**config.mk**
```make
export PLATFORM = sky130hd
export DESIGN_NAME = csub_36bit_serial
export DESIGN_NICKNAME = d
export VERILOG_FILES = /design/src/rtl/csub_pkg.sv /design/src/rtl/cla_chunk.sv /design/src/rtl/full_adder.sv /design/src/rtl/csub_36bit_serial.sv
export SDC_FILE = /design/constraint.sdc
export NUM_CORES = 1
export LEC_CHECK = 0
export ABC_AREA = 1
export CAP_MARGIN = 30
export CORE_MARGIN = 2
export CORE_UTILIZATION = 55
export DETAILED_ROUTE_END_ITERATION = 8
export PLACE_DENSITY = 0.85
export SYNTH_ARGS = -nofsm -noshare
export SYNTH_HDL_FRONTEND = slang
export SYNTH_SLANG_ARGS = --single-unit
export TNS_END_PERCENT = 1
```
**constraint.sdc**
```tcl
create_clock -name i_clk -period 8.38 [get_ports i_clk]
set_clock_uncertainty 0.2 [all_clocks]
set_input_delay 1.676 -clock i_clk [delete_from_list [all_inputs] [get_ports i_clk]]
set_output_delay 1.676 -clock i_clk [all_outputs]
set_load 0.005 [all_outputs]
```
**src/rtl/csub_pkg.sv**
```systemverilog
// Shared definitions for the serial chunked subtractor.
//   state_t    : FSM encoding (IDLE / RUN / DONE)
//   DEF_WIDTH  : default operand width
//   DEF_CHUNK  : default bits handled per clock
//   num_chunks : chunk count for a given width/chunk pair
//   idx_width  : width of the chunk index counter (never below 1)
package csub_pkg;

  typedef enum logic [1:0] {
    IDLE = 2'd0,
    RUN  = 2'd1,
    DONE = 2'd2
  } state_t;

  localparam int DEF_WIDTH = 36;
  localparam int DEF_CHUNK = 9;

  function automatic int num_chunks(input int width, input int chunk);
    return width / chunk;
  endfunction

  // A single-chunk configuration still needs a 1-bit index register.
  function automatic int idx_width(input int chunks);
    return (chunks > 1) ? $clog2(chunks) : 1;
  endfunction

endpackage

```
**src/rtl/cla_chunk.sv**
```systemverilog
// Combinational N-bit carry-lookahead adder with carry in and carry out.
//   a, b : N-bit addends
//   cin  : carry in
//   sum  : N-bit sum
//   cout : carry out of the top bit
module cla_chunk
  import csub_pkg::*;
#(
  parameter int N = DEF_CHUNK
) (
  input  logic [N-1:0] a,
  input  logic [N-1:0] b,
  input  logic         cin,
  output logic [N-1:0] sum,
  output logic         cout
);

  logic [N-1:0] g;
  logic [N-1:0] p;
  logic [N:0]   c;

  for (genvar i = 0; i < N; i++) begin : g_bit
    full_adder u_fa (
      .a   (a[i]),
      .b   (b[i]),
      .cin (c[i]),
      .sum (sum[i]),
      .g   (g[i]),
      .p   (p[i])
    );
  end

  // Each carry is a flat sum of products over g/p/cin:
  //   c[i+1] = g[i] | p[i]g[i-1] | ... | p[i..0]cin
  // so no carry depends on another carry.
  always_comb begin
    logic pp;
    c  = '0;
    pp = 1'b0;
    c[0] = cin;
    for (int i = 0; i < N; i++) begin
      c[i+1] = g[i];
      pp     = p[i];
      for (int j = i - 1; j >= 0; j--) begin
        c[i+1] = c[i+1] | (pp & g[j]);
        pp     = pp & p[j];
      end
      c[i+1] = c[i+1] | (pp & cin);
    end
  end

  assign cout = c[N];

endmodule

```
**src/rtl/full_adder.sv**
```systemverilog
// One-bit adder cell exposing generate/propagate so a lookahead network
// can form carries without rippling through the cells.
//   a, b : addend bits
//   cin  : carry into this bit
//   sum  : sum bit
//   g    : generate (a & b)
//   p    : propagate (a ^ b)
module full_adder (
  input  logic a,
  input  logic b,
  input  logic cin,
  output logic sum,
  output logic g,
  output logic p
);

  assign p   = a ^ b;
  assign g   = a & b;
  assign sum = p ^ cin;

endmodule

```
**src/rtl/csub_36bit_serial.sv**
```systemverilog
// Multi-cycle subtractor: o_result = {borrow, i_min - i_sub}, one CHUNK-bit
// slice per clock through a single shared lookahead adder.
//   i_clk, i_rst : clock, asynchronous active-high reset
//   i_valid      : operands presented     o_ready : operands accepted in IDLE
//   i_min, i_sub : minuend, subtrahend
//   o_valid      : result available       i_ready : downstream takes result
//   o_result     : {borrow, difference}; borrow=1 when i_min < i_sub
//   dbg_state    : current FSM state
// Handshake: a transfer happens on a rising edge where valid and ready are
// both high; valid holds with its data until that edge. o_ready/o_valid are
// registers, so neither depends combinationally on i_valid/i_ready.
// WIDTH must be an integer multiple of CHUNK.
module csub_36bit_serial
  import csub_pkg::*;
#(
  parameter int WIDTH = DEF_WIDTH,
  parameter int CHUNK = DEF_CHUNK
) (
  input  logic             i_clk,
  input  logic             i_rst,
  input  logic             i_valid,
  output logic             o_ready,
  input  logic [WIDTH-1:0] i_min,
  input  logic [WIDTH-1:0] i_sub,
  output logic             o_valid,
  input  logic             i_ready,
  output logic [WIDTH:0]   o_result,
  output state_t           dbg_state
);

  localparam int NUM_CHUNKS = num_chunks(WIDTH, CHUNK);
  localparam int IDX_W      = idx_width(NUM_CHUNKS);
  localparam logic [IDX_W-1:0] LAST_IDX = IDX_W'(NUM_CHUNKS - 1);

  state_t           state;
  logic [WIDTH-1:0] a_q;      // captured minuend
  logic [WIDTH-1:0] b_q;      // captured, inverted subtrahend
  logic [WIDTH:0]   res_q;    // {borrow, difference}
  logic             carry_q;
  logic [IDX_W-1:0] idx_q;
  logic             ready_q;
  logic             valid_q;

  logic [CHUNK-1:0] a_chunk;
  logic [CHUNK-1:0] b_chunk;
  logic [CHUNK-1:0] d_chunk;
  logic             c_out;

  // Select the active slice for the shared adder.
  assign a_chunk = a_q[idx_q*CHUNK +: CHUNK];
  assign b_chunk = b_q[idx_q*CHUNK +: CHUNK];

  cla_chunk #(.N(CHUNK)) u_cla (
    .a    (a_chunk),
    .b    (b_chunk),
    .cin  (carry_q),
    .sum  (d_chunk),
    .cout (c_out)
  );

  // A - B = A + ~B + 1: carry starts at 1 and the final carry out is
  // the inverse of the borrow.
  always_ff @(posedge i_clk or posedge i_rst) begin
    if (i_rst) begin
      state   <= IDLE;
      a_q     <= '0;
      b_q     <= '0;
      res_q   <= '0;
      carry_q <= 1'b1;
      idx_q   <= '0;
      ready_q <= 1'b1;
      valid_q <= 1'b0;
    end else begin
      case (state)
        IDLE: begin
          if (i_valid) begin
            a_q     <= i_min;
            b_q     <= ~i_sub;
            res_q   <= '0;
            carry_q <= 1'b1;
            idx_q   <= '0;
            ready_q <= 1'b0;
            state   <= RUN;
          end
        end
        RUN: begin
          res_q[idx_q*CHUNK +: CHUNK] <= d_chunk;
          carry_q <= c_out;
          if (idx_q == LAST_IDX) begin
            res_q[WIDTH] <= ~c_out;
            idx_q        <= '0;
            valid_q      <= 1'b1;
            state        <= DONE;
          end else begin
            idx_q <= idx_q + 1'b1;
          end
        end
        DONE: begin
          if (i_ready) begin
            valid_q <= 1'b0;
            ready_q <= 1'b1;
            state   <= IDLE;
          end
        end
        default: begin
          valid_q <= 1'b0;
          ready_q <= 1'b1;
          state   <= IDLE;
        end
      endcase
    end
  end

  assign o_ready   = ready_q;
  assign o_valid   = valid_q;
  assign o_result  = res_q;
  assign dbg_state = state;

endmodule
```
==> results by group <==
Setup path
  • CP Data Arrival Time: between 4 and 5 ns
  • Buffers & Inverters on Critical Path: 4
  • Crit. End Element: flip-flop
  • Slowest stage delay, CP: 0.70 ns
  • Crit path max-delay family: buffers and inverters
  • Critical Path End: o_result[36]
  • Crit-path slowest cell: buf_4
  • Startpoint types: primary input
  • CP Launch Point: i_valid
  • FF-to-FF Start: idx_q[0]
  • Critical Path Fanout Max: 114
  • WP data required: ~8.6 ns
  • FF-to-FF End: o_result[17]
  • R2R depth: 14
  • Crit path cell chain: clkdlybuf4s50_1 -> nand2_2 -> buf_4 -> inv_1 -> buf_16 -> nor2_1 -> o21ai_1 -> nand3_1 -> o21ai_0
  • Reg2Reg Setup Slack: between 4 and 5 ns
  • Cell count along the critical path: 9
  • WS Path Type: primary input to flip-flop

Power
  • Maximum VDD drop: about 0.23 mV
  • Lkg Pwr: approximately 0.0035 uW
  • Final Total Pwr: roughly 3400 uW
  • Pwr dens: approximately 470 mW/mm^2

STA
  • Pin slew with the least headroom to its limit: between 0.9 and 1 ns
  • Min Clock Period, post-route: ~3.8 ns
  • RSZ-0062 raised after global routing: false
  • Setup TNS: 0 ns
  • Setup Viol. Count Final: 0
  • Slew HR: 0.3521
  • Fin. Hold Viols: 0
  • F_max: around 260 MHz
  • Count of pins over their slew limit: 0
  • Fin crit share: 0.4577
  • Final WS setup: between 4 and 5 ns
  • Hold slack: about 0.27 ns

Yosys
  • Synthesized Nets: about 750
  • Post-synth EDFFs: 0
  • Seq/Total Area, Yosys: 0.5324
  • Synth unique cells: 36
  • Yosys top cell by area: dfrtp_1
  • Synth top area cells: dfrtp_1 (52%), nand2_1 (17%), o21ai_0 (8.6%)
  • Main flop type after synthesis: dfrtp_1
  • Yosys warnings: 0
  • Synth top area share: 0.5228
  • Netlist Area Pre-Place: ~0.0055 sq mm
  • Top-count cell post-synth: nand2_1
  • Async SR Flop Fraction: 1.000
  • Cells after Synth: approximately 660
  • Commonest cells in the netlist: nand2_1 (242), dfrtp_1 (114), o21ai_0 (94), nor2_1 (46), inv_1 (29)
  • Synth Register Bits: approximately 120
  • Syn Area/Cell: between 8 and 9 sq um

Final layout
  • Ant diodes: 0
  • Area grow syn2layout: 34.01%
  • # nets final: between 800 and 900
  • Ratio of cells with drive above 1 in the final layout: 0.08846
  • Final Cell Area: roughly 0.0073 sq mm
  • # fillers: 650

Place
  • GPL Wtd Cong: just under 0.9
  • Detailed placement HPWL: roughly 10000 microns
  • Port buffer count: around 120
  • DP Worst Slack: approximately 3.6 ns
  • DP Area: between 0.006 and 0.007 sq mm

Floorplan
  • Die W: between 100 and 150 microns
  • Chip height: between 100 and 150 microns
  • Initial Util: 0.5634
  • # rows: 36
  • Core area: roughly 0.0097 sq mm
  • Die Area: about 0.011 sq mm
  • I/O Pins: about 120

Global routing
  • Initial antenna violation count: 0
  • Global route total overflow: 0
  • Total GRT Usage: 0.2794
  • Pin count of the biggest net entering global routing: around 120
  • Vias in the first global route: 4997
  • First-pass GRT wire length: 24120 microns

Clock tree
  • Clock sink count: approximately 120
  • Clock buffer depth: 2
  • CTS tree: yes
  • CTS resizes: 0
  • Clock Root Buffer: clkbuf_8
  • Hold Buf Count CTS: 0
  • Clk_lat worst skew: 0.52 ns
  • Clock slew at reported path FFs: 0.05 ns
  • Setup bufs post-CTS: 0
  • Htree depth: 4
  • CTS Buf Count: 17

Worst hold path
  • Hold path startpoint: o_ready
  • Hold WC Path Type: flip-flop to flip-flop

Routing
  • Final WL: approximately 15000 microns
  • Drt wl/cell: 15.90 microns
  • Final ANT Viol Nets: 0
  • Routed via count: 5062
  • DR DRC count: 0
  • Starting DRT DRC Count: roughly 330
  • Vias per inst: 5.544
  • First drt pass iteration count: 5

Outcome
  • Status: finished, final reports clean

Flow run
  • Max_cap viols: 0
sequential cells by signal, indices dropped and copies added, names as in the netlist:
signal and count:
o_valid 1, a_q 36, carry_q 1, o_ready 1
idx_q 2, o_result 37, dbg_state 2, b_q 36
stage by stage:
step                      cells    util
final                       913  0.7550
after global routing        913  0.7550
after CTS                   912  0.7522
after detailed placement    880  0.6889
after global placement      880  0.6889
after floorplan             656       -
placed cells by master, fill, tap and decap left out, drive strengths merged, types with 2 or more instances in the layout:
cell type,n
nand2,250
clkdlybuf4s50,116
dfrtp,114
o21ai,97
nor2,52
inv,35
clkbuf,18
o22ai,16
nand3,15
ha,14
clkinv,9
nand4,7
o31ai,6
buf,5
a21oi,4
bufinv,4
clkinvlp,3
xor2,2
a32oi,2
dfstp,2
nor3,2
how the worst min path moves through the flow:
stage,slack (ns),end,depth (start not counted)
6_report,0.27,o_ready,2
5_1_grt,0.28,o_ready,2
4_1_cts,0.27,o_ready,2
3_5_place_dp,0.26,a_q[12],2
3_3_place_gp,0.26,a_q[26],2
2_1_floorplan,0.24,a_q[10],2
where the power goes:
| group | leakage, uW | switching (uW) | internal [uW] | total (uW) |
|---|---|---|---|---|
| registers | 0.00149 | 163 | 808 | 971 |
| clock network | 0.000296 | 256 | 488 | 744 |
| logic | 0.00171 | 1080 | 624 | 1700 |
| total | 0.00349 | 1490 | 1920 | 3410 |
per-layer routing:
| metal | wire length (microns) | share of wire | vias to the layer above | GRT usage |
|---|---|---|---|---|
| li1 | - | - | 2354 | - |
| met1 | 5727 | 0.39 | 2414 | 0.3502 |
| met4 | 291 | 0.020 | 0 | 0.09073 |
| met2 | 7400 | 0.51 | 262 | 0.4816 |
| met3 | 1100 | 0.076 | 32 | 0.06482 |
| met5 | 0 | 0 | - | 0 |
tightest hold or removal path, cell delays in order, from the launching register on:
cell     delay [ns]
dfstp_2        0.36
inv_1          0.04
a21oi_1        0.06
area by class of cell:
| type | instances | area [sq um] | share of cell area |
|---|---|---|---|
| flip-flops and latches | 116 | 2905 | 0.3973 |
| multi-input cells | 474 | 2267 | 0.3101 |
| repair buffers | 121 | 1219 | 0.1667 |
| clock buffers | 18 | 427.9 | 0.05852 |
| clock inverters | 14 | 185.2 | 0.02533 |
| well taps | 133 | 166.4 | 0.02276 |
| inverters | 37 | 141.4 | 0.01934 |
kinds of logic (layout without fill, tap and decap cells):
family | count (synthesis) | after routing | synth area share
compound gates | 129 | 129 | 0.1291
flops | 116 | 116 | 0.5324
xor+xnor | 2 | 2 | 0.003211
fa+ha+maj | 15 | 15 | 0.03577
buf+inv | 66 | 190 | 0.05251
simple gates | 328 | 328 | 0.2470
Power figures use the tool's default switching activity.
